--- src/rtl/csi2tx_dphy_rst_seq.sv ---
// Reset sequencer and byte-clock generator for the CSI-2 TX D-PHY model:
// stabilisation wait, staggered lane-reset release, drain on disable, divide-by-DIV byte clock.
module csi2tx_dphy_rst_seq #(
   parameter int unsigned NUM_LANES   = 8,
   parameter int unsigned DIV         = 4,
   parameter int unsigned STABLE_CYC  = 16,
   parameter int unsigned STAGGER_CYC = 4,
   parameter int unsigned DRAIN_CYC   = 8
) (
   input  logic                 txddrclkhs_i,
   input  logic                 pwr_on_rst,
   input  logic                 enable,
   input  logic [NUM_LANES-1:0] lane_en,
   output logic                 tx_byte_rst_n,
   output logic [NUM_LANES-1:0] lane_rst_n,
   output logic                 txbyteclkhs,
   output logic                 byte_clk_en,
   output logic                 ready,
   output logic [2:0]           seq_state
);

   localparam int unsigned DW = $clog2(DIV);
   localparam int unsigned SW = $clog2(STABLE_CYC + 1);
   localparam int unsigned GW = $clog2(STAGGER_CYC + 1);
   localparam int unsigned RW = $clog2(DRAIN_CYC + 1);

   localparam logic [DW-1:0] DIV_LAST    = DW'(DIV - 1);
   localparam logic [DW-1:0] DIV_HALF    = DW'(DIV / 2);
   localparam logic [SW-1:0] STABLE_LAST = SW'(STABLE_CYC - 1);
   localparam logic [GW-1:0] STAG_LAST   = GW'(STAGGER_CYC - 1);
   localparam logic [RW-1:0] DRAIN_LAST  = RW'(DRAIN_CYC - 1);

   typedef enum logic [2:0] {
      IDLE        = 3'd0,
      WAIT_STABLE = 3'd1,
      RELEASE     = 3'd2,
      ACTIVE      = 3'd3,
      DRAIN       = 3'd4
   } state_t;

   state_t               state;
   logic [NUM_LANES-1:0] lane_en_q;
   logic [SW-1:0]        wait_cnt;
   logic [GW-1:0]        stag_cnt;
   logic [RW-1:0]        drain_cnt;
   logic [DW-1:0]        div_cnt;

   logic [NUM_LANES-1:0] pending;
   logic [NUM_LANES-1:0] next_lane;
   logic                 last_lane;

   // Lowest still-held enabled lane is the next to release; disabled lanes never enter pending.
   always_comb begin
      pending   = lane_en_q & ~lane_rst_n;
      next_lane = pending & (~pending + NUM_LANES'(1));
      last_lane = ((pending & ~next_lane) == '0);
   end

   always_ff @(posedge txddrclkhs_i) begin
      if (!pwr_on_rst) begin
         state         <= IDLE;
         lane_en_q     <= '0;
         wait_cnt      <= '0;
         stag_cnt      <= '0;
         drain_cnt     <= '0;
         div_cnt       <= '0;
         tx_byte_rst_n <= 1'b0;
         lane_rst_n    <= '0;
         ready         <= 1'b0;
      end else begin
         if (tx_byte_rst_n)
            div_cnt <= (div_cnt == DIV_LAST) ? '0 : div_cnt + DW'(1);
         else
            div_cnt <= '0;

         case (state)
            IDLE: begin
               if (enable) begin
                  lane_en_q <= lane_en;
                  wait_cnt  <= '0;
                  state     <= WAIT_STABLE;
               end
            end
            WAIT_STABLE: begin
               if (!enable) begin
                  state <= IDLE;
               end else if (wait_cnt == STABLE_LAST) begin
                  tx_byte_rst_n <= 1'b1;
                  stag_cnt      <= '0;
                  if (lane_en_q == '0) begin
                     state <= ACTIVE;
                     ready <= 1'b1;
                  end else begin
                     state <= RELEASE;
                  end
               end else begin
                  wait_cnt <= wait_cnt + SW'(1);
               end
            end
            RELEASE: begin
               if (!enable) begin
                  lane_rst_n <= '0;
                  ready      <= 1'b0;
                  drain_cnt  <= '0;
                  state      <= DRAIN;
               end else if (stag_cnt == STAG_LAST) begin
                  lane_rst_n <= lane_rst_n | next_lane;
                  stag_cnt   <= '0;
                  if (last_lane) begin
                     state <= ACTIVE;
                     ready <= 1'b1;
                  end
               end else begin
                  stag_cnt <= stag_cnt + GW'(1);
               end
            end
            ACTIVE: begin
               if (!enable) begin
                  lane_rst_n <= '0;
                  ready      <= 1'b0;
                  drain_cnt  <= '0;
                  state      <= DRAIN;
               end
            end
            DRAIN: begin
               // Clearing div_cnt here keeps it at 0 from the cycle tx_byte_rst_n falls.
               if (drain_cnt == DRAIN_LAST) begin
                  tx_byte_rst_n <= 1'b0;
                  div_cnt       <= '0;
                  state         <= IDLE;
               end else begin
                  drain_cnt <= drain_cnt + RW'(1);
               end
            end
            default: begin
               state         <= IDLE;
               tx_byte_rst_n <= 1'b0;
               lane_rst_n    <= '0;
               ready         <= 1'b0;
               div_cnt       <= '0;
            end
         endcase
      end
   end

   always_comb begin
      txbyteclkhs = tx_byte_rst_n && (div_cnt < DIV_HALF);
      byte_clk_en = tx_byte_rst_n && (div_cnt == '0);
      seq_state   = state;
   end

endmodule

--- config.mk ---
export PLATFORM = sky130hd
export DESIGN_NAME = csi2tx_dphy_rst_seq
export DESIGN_NICKNAME = d
export VERILOG_FILES = /design/src/rtl/csi2tx_dphy_rst_seq.sv
export SDC_FILE = /design/constraint.sdc
export NUM_CORES = 1
export LEC_CHECK = 0
export ABC_AREA = 1
export CAP_MARGIN = 30
export CELL_PAD_IN_SITES_DETAIL_PLACEMENT = 1
export CELL_PAD_IN_SITES_GLOBAL_PLACEMENT = 1
export CORE_MARGIN = 5
export CORE_UTILIZATION = 35
export CTS_CLUSTER_SIZE = 28
export DETAILED_ROUTE_END_ITERATION = 8
export GPL_TIMING_DRIVEN = 0
export MAX_ROUTING_LAYER = met4
export PLACE_DENSITY = 0.72
export SLEW_MARGIN = 20
export SYNTH_ARGS = -nofsm -noshare
export SYNTH_HDL_FRONTEND = slang
export SYNTH_SLANG_ARGS = --single-unit
--- constraint.sdc ---
create_clock -name txddrclkhs_i -period 3.4 [get_ports txddrclkhs_i]
set_input_delay 0.68 -clock txddrclkhs_i [delete_from_list [all_inputs] [get_ports txddrclkhs_i]]
set_output_delay 0.68 -clock txddrclkhs_i [all_outputs]
set_load 0.02 [all_outputs]
Yosys cells after proc, flatten, opt, wreduce, memory -nomap -nowiden
Cells that the tools add are included.
{"block": "op_classes", "n_addsub": 5, "n_lt_le_gt_ge": 1, "eq_ne": 21, "muxes": 42, "n_bitwise": 10, "n_reduce_logical": 22}
{"operator": "$mux W3", "n": 12}
{"operator": "$and A8 B8 Y8", "n": 3}
{"operator": "$mux W8", "n": 3}
{"operator": "$not A8 Y8", "n": 3}
{"operator": "$pmux W8 S3", "n": 1}
{"operator": "$ne A2 B2 Y1 const B", "n": 10}
{"operator": "$logic_not A8 Y1", "n": 2}
{"operator": "$mux W5", "n": 3}
{"operator": "$pmux W3 S5", "n": 1}
{"operator": "$reduce_and A4 Y1", "n": 3}
{"operator": "$mux W1", "n": 11}
{"operator": "$pmux W5 S2", "n": 1}
{"operator": "$eq A3 B2 Y1 const B", "n": 3}
{"operator": "$ne A3 B3 Y1 const B", "n": 3}
{"operator": "$add A8 B1 Y8 const B", "n": 1}
{"operator": "$mux W4", "n": 2}
{"operator": "$or A8 B8 Y8", "n": 1}
{"operator": "$pmux W4 S2", "n": 1}
{"operator": "$reduce_and A7 Y1", "n": 1}
{"operator": "$mux W2", "n": 3}
{"operator": "$pmux W3 S2", "n": 1}
{"operator": "$reduce_and A3 Y1", "n": 2}
{"operator": "$reduce_and A6 Y1", "n": 1}
{"operator": "$reduce_bool A2 Y1", "n": 3}
{"operator": "other kinds (21)", "n": 26}
{"block": "totals", "register_bits": 35, "output_inout_bits": 15}

Logic depth before layout (Yosys ltp)
{"block": "logic_depth", "depth_word": 12, "ltp_mapped": 13, "depth_no_buf": 13}

Worst setup path before layout
No wires, ideal clock.
{"block": "synth_timing", "kind": "reg2reg", "startpoint": "reg state[1], in the netlist seq_state[1]", "endpoint": "reg ready", "setup_time_ns": 0.135, "t_arrival_ns": 1.444, "required_time_ns": 3.265, "path_slack_ns": 1.821, "path_stages_with_launch": 11, "synth_period_minus_slack_ns": 1.579, "path_cell_list": "dfxtp_1 > inv_1 > nor2_2 > inv_2 > nor2_2 > nand2_4 > nor2_2 > or2_4 > nor2_1 > a21oi_1 > nor2_1"}
{"block": "synth_via", "elab_chain_len": 4, "elab_cells_between_ends": 15}
{"element": "start: declaration", "line": "41", "text": "state_t state;"}
{"element": "start signal: assignment", "line": "61", "text": "state <= IDLE;"}
{"element": "start signal: assignment", "line": "81", "text": "state <= WAIT_STABLE;"}
{"element": "start signal: assignment", "line": "86", "text": "state <= IDLE;"}
{"element": "$eq A3 B3 Y1 or $logic_not A3 Y1 (tied branches)", "line": "76", "text": "case (state)"}
{"element": "$reduce_or A2 Y1 (no line)"}
{"element": "$not A1 Y1 (no line)"}
{"element": "$reduce_and A7 Y1 (no line)"}
{"element": "end signal: assignment", "line": "69", "text": "ready <= 1'b0;"}
{"element": "end signal: assignment", "line": "92", "text": "ready <= 1'b1;"}
{"element": "end signal: assignment", "line": "103", "text": "ready <= 1'b0;"}
{"element": "end: declaration", "line": "18", "text": "output logic ready,"}
Several ways; a longest one is shown, not always the timed one.
A chain may end at the register's enable or synchronous reset.

Worst setup path after layout
{"block": "layout_timing", "startpoint": "reg div_cnt[0]", "endpoint": "out byte_clk_en"}
{"block": "layout_via", "elab_chain_len": 2}
{"element": "start: declaration", "line": "46", "text": "logic [DW-1:0] div_cnt;"}
{"element": "start signal: assignment", "line": "72", "text": "div_cnt <= (div_cnt == DIV_LAST) ? '0 : div_cnt + DW'(1);"}
{"element": "$logic_not A2 Y1", "line": "148", "text": "byte_clk_en = tx_byte_rst_n && (div_cnt == '0);"}
{"element": "$logic_and A1 B1 Y1", "line": "148"}
{"element": "end: declaration", "line": "17", "text": "output logic byte_clk_en,"}
Every way passes these cells.

==> metrics.md <==
| Metric | Value |
|---|---|
| Leakage power | 0.937 nW |
| Synth unique cells | 31 |
| Via count of the first global-routing pass | roughly 1700 |
| Share of the yosys chip area belonging to registers | 39.4% |
| Post-detailed-route DRC marker count | 0 |
| Endpoint required time on the critical path | 2720 ps |
| Minimum clock period after layout | 2180 ps |
| Power Dens Cells | 766 nW/um^2 |
| Net count, final | approximately 300 |
| Flop-to-flop setup slack | roughly 1600 ps |
| Die extent in y | 81.3 microns |
| Number of routed nets with antenna violations | 0 |
| Synthesis Warnings | 0 |
| Total area of sequential cells | 701 sq um |
| Global-route met2 utilization | approximately 25% |
| Layout-stage area growth over the synthesis result | 23.0% |
| HPWL reported at the end of detailed placement | 3440 microns |
| Crit-path cells | inv_1 > ha_1 > nand2_1 > inv_1 > clkdlybuf4s50_1 |
| Number of search-and-repair iterations in the first detailed-routing pass | 4 |
| Number of antenna violations at the first check in global routing | 0 |
| Class of the tightest hold or removal check | reg -> reg |
| Startpoint of the worst setup timing path | div_cnt[0] |
| Average wire per standard cell | ~12 microns |
| Share of the synthesized area in compound gates (AO/OA/AOI/OAI) | 14.8% |
| Worst Setup Slack post-DPL | between 900 and 1000 ps |
| Number of buffers and inverters on the critical path | 3 |
| Unrepaired setup endpoints after global routing | false |
| Latest clock arrival within the worst-skew pair | 290 ps |
| Slew margin rel. | 48.1% |
| Transition time of the tightest slew-check pin | 773 ps |
| Capturing element of the worst setup path | byte_clk_en |
| Post-synthesis share of cell area spent on and, or, nand and nor gates | between 20% and 30% |
| Met1 capacity usage during global routing | 18.0% |
| Highest net fanout along the worst path | 3 |
| Gr busiest metal | met2 |
| Largest delay contributor family on the critical path | buffers and inverters |
| Largest net degree at the start of global routing | 11 |
| Post-synth design cell area | 1780 sq um |
| Kind of critical path | reg -> out |
| Antenna Cells | 0 |
| Clock tree root driver cell | sky130_fd_sc_hd__clkbuf_8 |
| Critical path endpoint category | output port |
| Final weighted congestion in routability-driven placement | 0.802 |
| Core footprint | about 5000 sq um |
| Critical R2R Launch | wait_cnt[1] |
| Total number of vias | between 1500 and 2000 |
| Top-level port count | 26 |
| Crit start category | flip-flop |
| Net count after synthesis | roughly 270 |
| Die extent in x | between 80 and 90 microns |
| Crit-path most repeated cell | sky130_fd_sc_hd__inv_1 |
| Final-report hold violation count | 0 |
| TritonCTS clock tree | done |
| Worst-case hold slack | roughly 460 ps |
| Highest-count cells in the layout ignoring fill and taps | sky130_fd_sc_hd__inv_1, sky130_fd_sc_hd__nand2_1, sky130_fd_sc_hd__dfxtp_1 |
| Buffer levels on the longest clock path | 2 |
| Clock skew after layout | 7.41 ps |
| RR Endpoint | seq_state[0] |
| Total length of routed wires | between 4000 and 5000 microns |
| Global-route wire length before repair | approximately 7500 microns |
| Run status | complete, no violations |
| Proportion of layout cells with a drive suffix above 1 | 8.33% |
| Pins Over Slew Limit | 0 |
| Area share of fa/ha/maj cells after synthesis | 4.22% |
| Area of the multi-input gates | 862 sq um |
| Vias/cell | 4.67 |
| Stages on the worst setup path | 5 |
| Hold-fix buffers at CTS | 0 |
| Arrival time of the worst setup path | 1500 ps |
| CTS clk-pin slew, worst paths | roughly 70 ps |
| Max frequency | between 400 and 500 MHz |
| Post-CTS repair timing setup buffer count | 0 |
| Library cell contributing the largest single delay on the critical path | sky130_fd_sc_hd__clkdlybuf4s50_1 |
| Worst-case reg-to-reg path depth | 11 |
| Proportion of synthesized area in mux cells | 0% |
| Synthesized instance count | approximately 260 |
| Post-route setup slack | 1220 ps |
| End-of-flow core utilization | 43.7% |
| FP Rows | 26 |
| Average cell area after synthesis | about 7 sq um |
| Worst IR Drop VDD | 0.321 mV |
| Post-layout instance count excluding filler cells | 358 |
| Starting density of the core | 35.5% |
| Count of fill cells added during filler insertion | around 690 |
| Violation count after the first detailed-routing iteration | 46 |
| Clock sink count | 35 |
| Number of buffers added by the clock tree synthesis step | 5 |
| Overflow left after global routing | 0 |
| CTS resizes | 0 |
| Post-synthesis share of cell area spent on xor and xnor gates | 0% |
| Most frequent standard cell in the layout excluding fill and tap cells | sky130_fd_sc_hd__inv_1 |
| Global Route Usage Sum | 15.3% |
| Setup violation total in the final timing report | 0 |
| Number of cells after detailed placement | 350 |
| Synthesis-stage register bit count | 35 |
| Die Footprint | roughly 6600 sq um |
| Dominant combinational cell family by area after synthesis | simple AND/OR/NAND/NOR gates |
| Crit share post-route | approximately 64% |
| GR Util met3 | between 3 and 4% |
| H-tree depth reported by CTS | 2 |
| TNS Setup | 0 ps |
| # Max-Cap Violations | 0 |
| Max incr delay on CP | 520 ps |
| Buffers added on ports | 24 |
==> kinds of logic (layout without fill, tap and decap cells) <==
logic type,count (synthesis),count (layout)
DFF,35,35
and+or+nand+nor,107,107
AOI/OAI and AO/OA,51,51
adders and majority gates,6,6
buffers and inverters,57,89
==> worst register-to-register path, stage by stage, from the launching register on <==
cell and delay, ps:
sky130_fd_sc_hd__dfxtp_1 350, sky130_fd_sc_hd__ha_1 180, sky130_fd_sc_hd__inv_1 60, sky130_fd_sc_hd__nor3_1 180
sky130_fd_sc_hd__ha_1 180, sky130_fd_sc_hd__inv_1 60, sky130_fd_sc_hd__nand3_2 100, sky130_fd_sc_hd__inv_1 90
sky130_fd_sc_hd__nor3_2 280, sky130_fd_sc_hd__nand3_1 120, sky130_fd_sc_hd__nand2_1 70, sky130_fd_sc_hd__nor2_1 50
==> per-stage QoR <==
step | instance area, sq um | power, mW
floorplan | 1780 | 1.15
CTS | 2190 | 1.70
detailed placement | 2110 | 1.39
finish | 2190 | 1.67
global route | 2190 | 1.83
global placement | 2110 | 1.38
==> how the worst min path moves through the flow <==
stage | start | to | slack, ps | cells after the start
final | stag_cnt[2] | stag_cnt[2] | 460 | 2
after global routing | div_cnt[0] | div_cnt[0] | 480 | 1
after CTS | stag_cnt[2] | stag_cnt[2] | 460 | 2
after detailed placement | stag_cnt[2] | stag_cnt[2] | 450 | 2
after global placement | div_cnt[0] | div_cnt[0] | 440 | 1
after floorplan | div_cnt[0] | div_cnt[0] | 430 | 1
==> flip-flops by register name, summed over array words and instances (netlist names) <==
register / cells
drain_cnt: 4
seq_state: 3
ready: 1
div_cnt: 2
wait_cnt: 5
lane_en_q: 8
lane_rst_n: 8
tx_byte_rst_n: 1
stag_cnt: 3
==> per-layer routing <==
layer | wire, microns | vias to the layer above
met5 | 0 | -
met4 | 107 | 0
met3 | 135 | 9
met2 | 2030 | 18
met1 | 2040 | 767
li1 | - | 877
==> synthesized netlist by cell type <==
| library cell | n | area, sq um |
|---|---|---|
| sky130_fd_sc_hd__a211oi_1 | 1 | 7.51 |
| sky130_fd_sc_hd__a21boi_0 | 1 | 7.51 |
| sky130_fd_sc_hd__a21oi_1 | 30 | 150 |
| sky130_fd_sc_hd__buf_1 | 1 | 3.75 |
| sky130_fd_sc_hd__buf_2 | 1 | 5.00 |
| sky130_fd_sc_hd__clkbuf_1 | 1 | 3.75 |
| sky130_fd_sc_hd__dfxtp_1 | 35 | 701 |
| sky130_fd_sc_hd__ha_1 | 6 | 75.1 |
| sky130_fd_sc_hd__inv_1 | 49 | 184 |
| sky130_fd_sc_hd__inv_2 | 5 | 18.8 |
| sky130_fd_sc_hd__nand2_1 | 38 | 143 |
| sky130_fd_sc_hd__nand2_2 | 1 | 6.26 |
| sky130_fd_sc_hd__nand2_4 | 1 | 11.3 |
| sky130_fd_sc_hd__nand3_1 | 11 | 55.1 |
| sky130_fd_sc_hd__nand3_2 | 1 | 10.0 |
| sky130_fd_sc_hd__nand3b_1 | 1 | 7.51 |
| sky130_fd_sc_hd__nand4_1 | 6 | 37.5 |
| sky130_fd_sc_hd__nor2_1 | 29 | 109 |
| sky130_fd_sc_hd__nor2_2 | 3 | 18.8 |
| sky130_fd_sc_hd__nor2_4 | 1 | 11.3 |
| sky130_fd_sc_hd__nor2_8 | 1 | 20.0 |
| sky130_fd_sc_hd__nor3_1 | 8 | 40.0 |
| sky130_fd_sc_hd__nor3_2 | 1 | 10.0 |
| sky130_fd_sc_hd__nor3_4 | 1 | 16.3 |
| sky130_fd_sc_hd__nor4_1 | 2 | 12.5 |
| sky130_fd_sc_hd__o211ai_1 | 1 | 7.51 |
| sky130_fd_sc_hd__o21ai_0 | 15 | 75.1 |
| sky130_fd_sc_hd__o21ai_1 | 2 | 10.0 |
| sky130_fd_sc_hd__o22ai_1 | 1 | 6.26 |
| sky130_fd_sc_hd__or2_2 | 1 | 6.26 |
| sky130_fd_sc_hd__or2_4 | 1 | 8.76 |
==> cell type report <==
type / count / share of cell area (%)
flip-flops and latches: 35 / 32.0
inverters: 54 / 9.27
well taps: 70 / 4.00
clock buffers: 7 / 3.49
multi-input cells: 164 / 39.4
plain buffers: 3 / 0.572
clock inverters: 1 / 0.229
repair buffers: 24 / 11.0
==> where the power goes <==
group	internal, mW	total [mW]	switching [mW]
registers	0.489	0.557	0.0682
clock network	0.144	0.297	0.153
logic	0.299	0.821	0.521
total	0.932	1.67	0.743
No activity file was read; power rests on OpenSTA's default activity.
